`src/rtl/uart_pkg.sv`:
```
`default_nettype none
// ============================================================================
// Module      : uart_pkg
// Description : Shared UART types and frame constants (receiver and transmitter)
// Revision    : 1.0 - initial release
// ============================================================================
package uart_pkg;

    localparam int CLKS_PER_BIT_DEFAULT = 434;
    localparam int DATA_BITS            = 8;

    typedef enum logic [2:0] {
        ST_IDLE    = 3'd0,
        ST_START   = 3'd1,
        ST_DATA    = 3'd2,
        ST_STOP    = 3'd3,
        ST_CLEANUP = 3'd4,
        ST_BREAK   = 3'd5
    } rx_state_t;

endpackage
`default_nettype wire

```
`src/rtl/sync_2ff.sv`:
```
`default_nettype none
// ============================================================================
// Module      : sync_2ff
// Description : Two-flop synchroniser for a single asynchronous input
// Revision    : 1.0 - initial release
// ============================================================================
module sync_2ff #(
    parameter logic RESET_VAL = 1'b0
) (
    input  logic clk,
    input  logic rst,
    input  logic i_async,
    output logic o_sync
);

    logic meta_q;
    logic sync_q;

    always_ff @(posedge clk) begin
        if (rst) begin
            meta_q <= RESET_VAL;
            sync_q <= RESET_VAL;
        end else begin
            meta_q <= i_async;
            sync_q <= meta_q;
        end
    end

    assign o_sync = sync_q;

endmodule
`default_nettype wire

```
`src/rtl/uart_rx_8n1.sv`:
```
`default_nettype none
// ============================================================================
// Module      : uart_rx_8n1
// Description : Oversampling 8N1 UART receiver, one-cycle valid/frame-error pulses
// Revision    : 1.0 - initial release
// ============================================================================
module uart_rx_8n1
    import uart_pkg::*;
#(
    parameter int CLKS_PER_BIT = CLKS_PER_BIT_DEFAULT
) (
    input  logic                 clock,
    input  logic                 reset_rtl,
    input  logic                 i_rx_serial,
    output logic [DATA_BITS-1:0] o_rx_data,
    output logic                 o_rx_data_valid,
    output logic                 o_rx_frame_err,
    output logic                 o_rx_busy
);

    localparam int               CNT_W      = $clog2(CLKS_PER_BIT);
    localparam logic [CNT_W-1:0] c_half     = CNT_W'((CLKS_PER_BIT - 1) / 2);
    localparam logic [CNT_W-1:0] c_last     = CNT_W'(CLKS_PER_BIT - 1);
    localparam logic [2:0]       c_last_bit = 3'(DATA_BITS - 1);

    logic                 rx_s;
    rx_state_t            state_q,   state_d;
    logic [CNT_W-1:0]     clk_cnt_q, clk_cnt_d;
    logic [2:0]           bit_idx_q, bit_idx_d;
    logic [DATA_BITS-1:0] shift_q,   shift_d;
    logic [DATA_BITS-1:0] data_q,    data_d;
    logic                 valid_q,   valid_d;
    logic                 err_q,     err_d;
    logic                 stop_ok;
    logic                 stop_bad;

    // Reset to idle-high so a reset never looks like a start edge on an idle line
    sync_2ff #(
        .RESET_VAL (1'b1)
    ) u_sync (
        .clk     (clock),
        .rst     (reset_rtl),
        .i_async (i_rx_serial),
        .o_sync  (rx_s)
    );

    always_ff @(posedge clock) begin
        if (reset_rtl) begin
            state_q   <= ST_IDLE;
            clk_cnt_q <= '0;
            bit_idx_q <= '0;
            shift_q   <= '0;
            data_q    <= '0;
            valid_q   <= 1'b0;
            err_q     <= 1'b0;
        end else begin
            state_q   <= state_d;
            clk_cnt_q <= clk_cnt_d;
            bit_idx_q <= bit_idx_d;
            shift_q   <= shift_d;
            data_q    <= data_d;
            valid_q   <= valid_d;
            err_q     <= err_d;
        end
    end

    always_comb begin
        state_d   = state_q;
        clk_cnt_d = clk_cnt_q;
        bit_idx_d = bit_idx_q;
        shift_d   = shift_q;
        stop_ok   = 1'b0;
        stop_bad  = 1'b0;
        case (state_q)
            ST_IDLE: begin
                clk_cnt_d = '0;
                bit_idx_d = '0;
                if (!rx_s) state_d = ST_START;
            end
            ST_START: begin
                if (clk_cnt_q == c_half) begin
                    clk_cnt_d = '0;
                    state_d   = rx_s ? ST_IDLE : ST_DATA;
                end else begin
                    clk_cnt_d = clk_cnt_q + CNT_W'(1);
                end
            end
            ST_DATA: begin
                if (clk_cnt_q == c_last) begin
                    clk_cnt_d          = '0;
                    shift_d[bit_idx_q] = rx_s;
                    if (bit_idx_q == c_last_bit) state_d = ST_STOP;
                    else                         bit_idx_d = bit_idx_q + 3'd1;
                end else begin
                    clk_cnt_d = clk_cnt_q + CNT_W'(1);
                end
            end
            ST_STOP: begin
                if (clk_cnt_q == c_last) begin
                    clk_cnt_d = '0;
                    stop_ok   = rx_s;
                    stop_bad  = !rx_s;
                    state_d   = rx_s ? ST_CLEANUP : ST_BREAK;
                end else begin
                    clk_cnt_d = clk_cnt_q + CNT_W'(1);
                end
            end
            ST_CLEANUP: state_d = ST_IDLE;
            // Wait out a held-low line so it is not decoded as repeated 0x00 frames
            ST_BREAK:   if (rx_s) state_d = ST_IDLE;
            default:    state_d = ST_IDLE;
        endcase
    end

    always_comb begin
        data_d    = stop_ok ? shift_q : data_q;
        valid_d   = stop_ok;
        err_d     = stop_bad;
        o_rx_busy = (state_q != ST_IDLE);
    end

    assign o_rx_data       = data_q;
    assign o_rx_data_valid = valid_q;
    assign o_rx_frame_err  = err_q;

endmodule
`default_nettype wire

```
`config.mk`:
```
export PLATFORM = sky130hd
export DESIGN_NAME = uart_rx_8n1
export DESIGN_NICKNAME = d
export VERILOG_FILES = /design/src/rtl/uart_pkg.sv /design/src/rtl/sync_2ff.sv /design/src/rtl/uart_rx_8n1.sv
export SDC_FILE = /design/constraint.sdc
export NUM_CORES = 1
export LEC_CHECK = 0
export CAP_MARGIN = 15
export CORE_MARGIN = 5
export CORE_UTILIZATION = 46
export DETAILED_ROUTE_END_ITERATION = 10
export PLACE_DENSITY = 0.7
export SYNTH_ARGS = -nofsm -noshare
export SYNTH_HDL_FRONTEND = slang
export SYNTH_SLANG_ARGS = --single-unit
```
`constraint.sdc`:
```
create_clock -name clock -period 2.5 [get_ports clock]
set_clock_uncertainty 0.15 [all_clocks]
set_input_delay 0.25 -clock clock [delete_from_list [all_inputs] [get_ports clock]]
set_output_delay 0.25 -clock clock [all_outputs]
set_load 0.01 [all_outputs]
```
==> impl_metrics.toml <==
[run_status]
outcome = "complete, no violations"

[placement]
io_buffers = 13
gp_congestion = 0.840
dp_hpwl_um = 2360

[sta]
tns_ns = 0
post-route-min-period_ns = 2.18
rsz0062_at_grt = "no"
slew_headroom_pct = 66.7
hold_viol = 0
finalMaxSlewViolations = 0
hold_slack_ns = 0.271
worst_pin_slew_ns = 0.498
setup_viol = 0
max_freq_ghz = 0.458
fin_crit_sh_pct = 87.4

[power_and_ir_drop]
p_sw_w = 0.000309
pwr-share-comb_pct = 14.9
p_int_w = 0.000747
power_frac_seq_pct = 56.5
clkPwrFrac_pct = 28.6
switching_share_pct = 29.3
powerDensity_nw_per_um2 = 565
max-vdd-ir-drop_uv = 275
leakagePower_nw = 0.781

[global_routing]
grt_overflow = 0
antenna_found_initial = 0
track_usage_pct = 14.8
grt_pass1_wl_um = 5920
grt_max_degree = 20
grt_pass1_vias = 1285

[worst_setup_path]
cp.required_ns = 2.10
cp-end-kind = "primary output"
start_kind = "register"
critPathKind = "register to primary output"
worstRegToRegCells = 7
cp_data_arrival_time_ns = 1.78
crit_fanout = 11

[final_layout]
drive_gt1_share_pct = 11.9
n_fill_cell = 317
ff_latch_area_sq_um = 701
antennaDiodeCount = 0
multiInputGateArea_sq_um = 872
area_delta_synth_final_pct = 14.2
layout.nets = 208

[clock_tree]
cts_made_buffers = 5
clkSinkCount = 35
clk_latency_ns = 0.34
htreeDepth = 2
cts_buffer_depth = 2
cts.clk_slew.worst_paths_ns = 0.11
cts-resized-gates = 0
cts-hold-fix-buffers = 0
cts_root_buffer = "clkbuf_4"
cts_tree = "yes"
postCtsSetupRepairBufs = 0

[logic_synthesis]
synth_cells = 186
yosys_warnings = 0
ys_seq_area_share_pct = 42.8
netlist.area_leader.share_pct = 42.8
syn-cell-area_sq_um = 1640
yosys_register_bits = 35
synthTopCellsByArea = "dfxtp_1 (43%), mux2i_1 (12%), nor2_1 (6.9%)"
ys_top_cells_by_count = "dfxtp_1 (35), nor2_1 (30), mux2i_1 (19), nand2_1 (14), nor3_1 (9)"
yosysMostFrequentCell = "dfxtp_1"
yosys.area.top_type = "dfxtp_1"
synthArstFlopShare_pct = 0
synth-edff-count = 0
synth_flop_cell = "dfxtp_1"
synth.avg_cell_area_sq_um = 8.79
synth.distinct_cells = 38
synth_nets = 194

[floorplanning]
ioPinCount = 14
num_rows = 21
die_area_sq_um = 4850
die_y_um = 69.6
initial_core_util_pct = 48.2
die_width_um = 69.6
core_area_sq_um = 3390

[worst_hold_path]
worst_hold_path_type = "register to register"
hold_depth = 1

[drt]
viasPerCell = 5.45
first_pass_iters = 4
wirelength_um = 3220
drtIter0Drc = 155
postRouteAntennaNets = 0
vias = 1346
wire_per_inst_um = 13.0
drc = 0

[run]
cap_violations = 0
## critical path, cell delays in order (launching register included)
cell and delay [ns]:
dfxtp_1 0.42, nor2_1 0.43, nand2_1 0.11, clkdlybuf4s50_1 0.49
## worst paths after layout
path                   end          start  slack [ns]
max              o_rx_busy     state_q[0]        0.32
min          u_sync.o_sync  u_sync.meta_q        0.27
max reg2reg     state_q[0]   clk_cnt_q[0]        0.46
min reg2reg  u_sync.o_sync  u_sync.meta_q        0.27
## state kept, by name (all words and copies together) (netlist names)
| signal | flops |
|---|---|
| u_sync.o_sync | 1 |
| state_q | 3 |
| bit_idx_q | 3 |
| o_rx_frame_err | 1 |
| u_sync.meta_q | 1 |
| shift_q | 8 |
| clk_cnt_q | 9 |
| o_rx_data | 8 |
| o_rx_data_valid | 1 |
## layout make-up
type	instances	share of cell area, %
clock buffers	5	2.01
clock inverters	3	1.07
inverters	5	1.01
multi-input cells	136	46.7
flip-flops and latches	35	37.5
well taps	46	3.08
repair buffers	17	8.58
## cells by family after synthesis
logic type | share of synthesized area [%]
buffers and inverters | 3.83
multiplexers | 12.3
XOR/XNOR | 1.61
flip-flops | 42.8
adder cells (fa/ha/maj) | 3.83
AND/OR/NAND/NOR | 26.7
AO/OA/AOI/OAI | 8.88
## layout by cell type, fill, tap and decap left out, drive strengths merged, types with 3 or more instances in the layout
cell type,instances
nand4,6
o21ai,5
nor2b,3
ha,5
mux2i,19
dfxtp,35
nand2b,3
nor3,9
or2,4
nand2,15
buf,4
inv,5
clkbuf,5
a21oi,7
nand3,7
nor2,30
clkdlybuf4s50,13
## metal layers
layer / up-vias / GRT usage (%) / routed length [um]
met2: 27 / 22.2 / 1450
met5: - / 0 / 0
met3: 7 / 4.49 / 140
met1: 633 / 19.8 / 1580
li1: 679 / - / -
met4: 0 / 5.53 / 48
## power by group through the flow
stage / Sequential, W / Clock [W] / Combinational (W)
2_1_floorplan: 0.000590 / 0 / 0.000131
3_3_place_gp: 0.000607 / 0 / 0.000153
3_5_place_dp: 0.000609 / 0 / 0.000157
4_1_cts: 0.000596 / 0.000317 / 0.000157
5_1_grt: 0.000601 / 0.000351 / 0.000175
6_report: 0.000597 / 0.000302 / 0.000157
## through the flow
step,setup WS (ns),total power [W],cells,util [%],area (sq um)
after floorplan,0.608,0.000720,186,-,1640
after global placement,0.539,0.000760,239,53.4,1810
after detailed placement,0.475,0.000766,239,53.4,1810
after CTS,0.310,0.00107,247,55.1,1870
after global routing,0.149,0.00113,247,55.1,1870
final,0.316,0.00106,247,55.1,1870
Note: power is estimated with default switching activity, not from simulation.
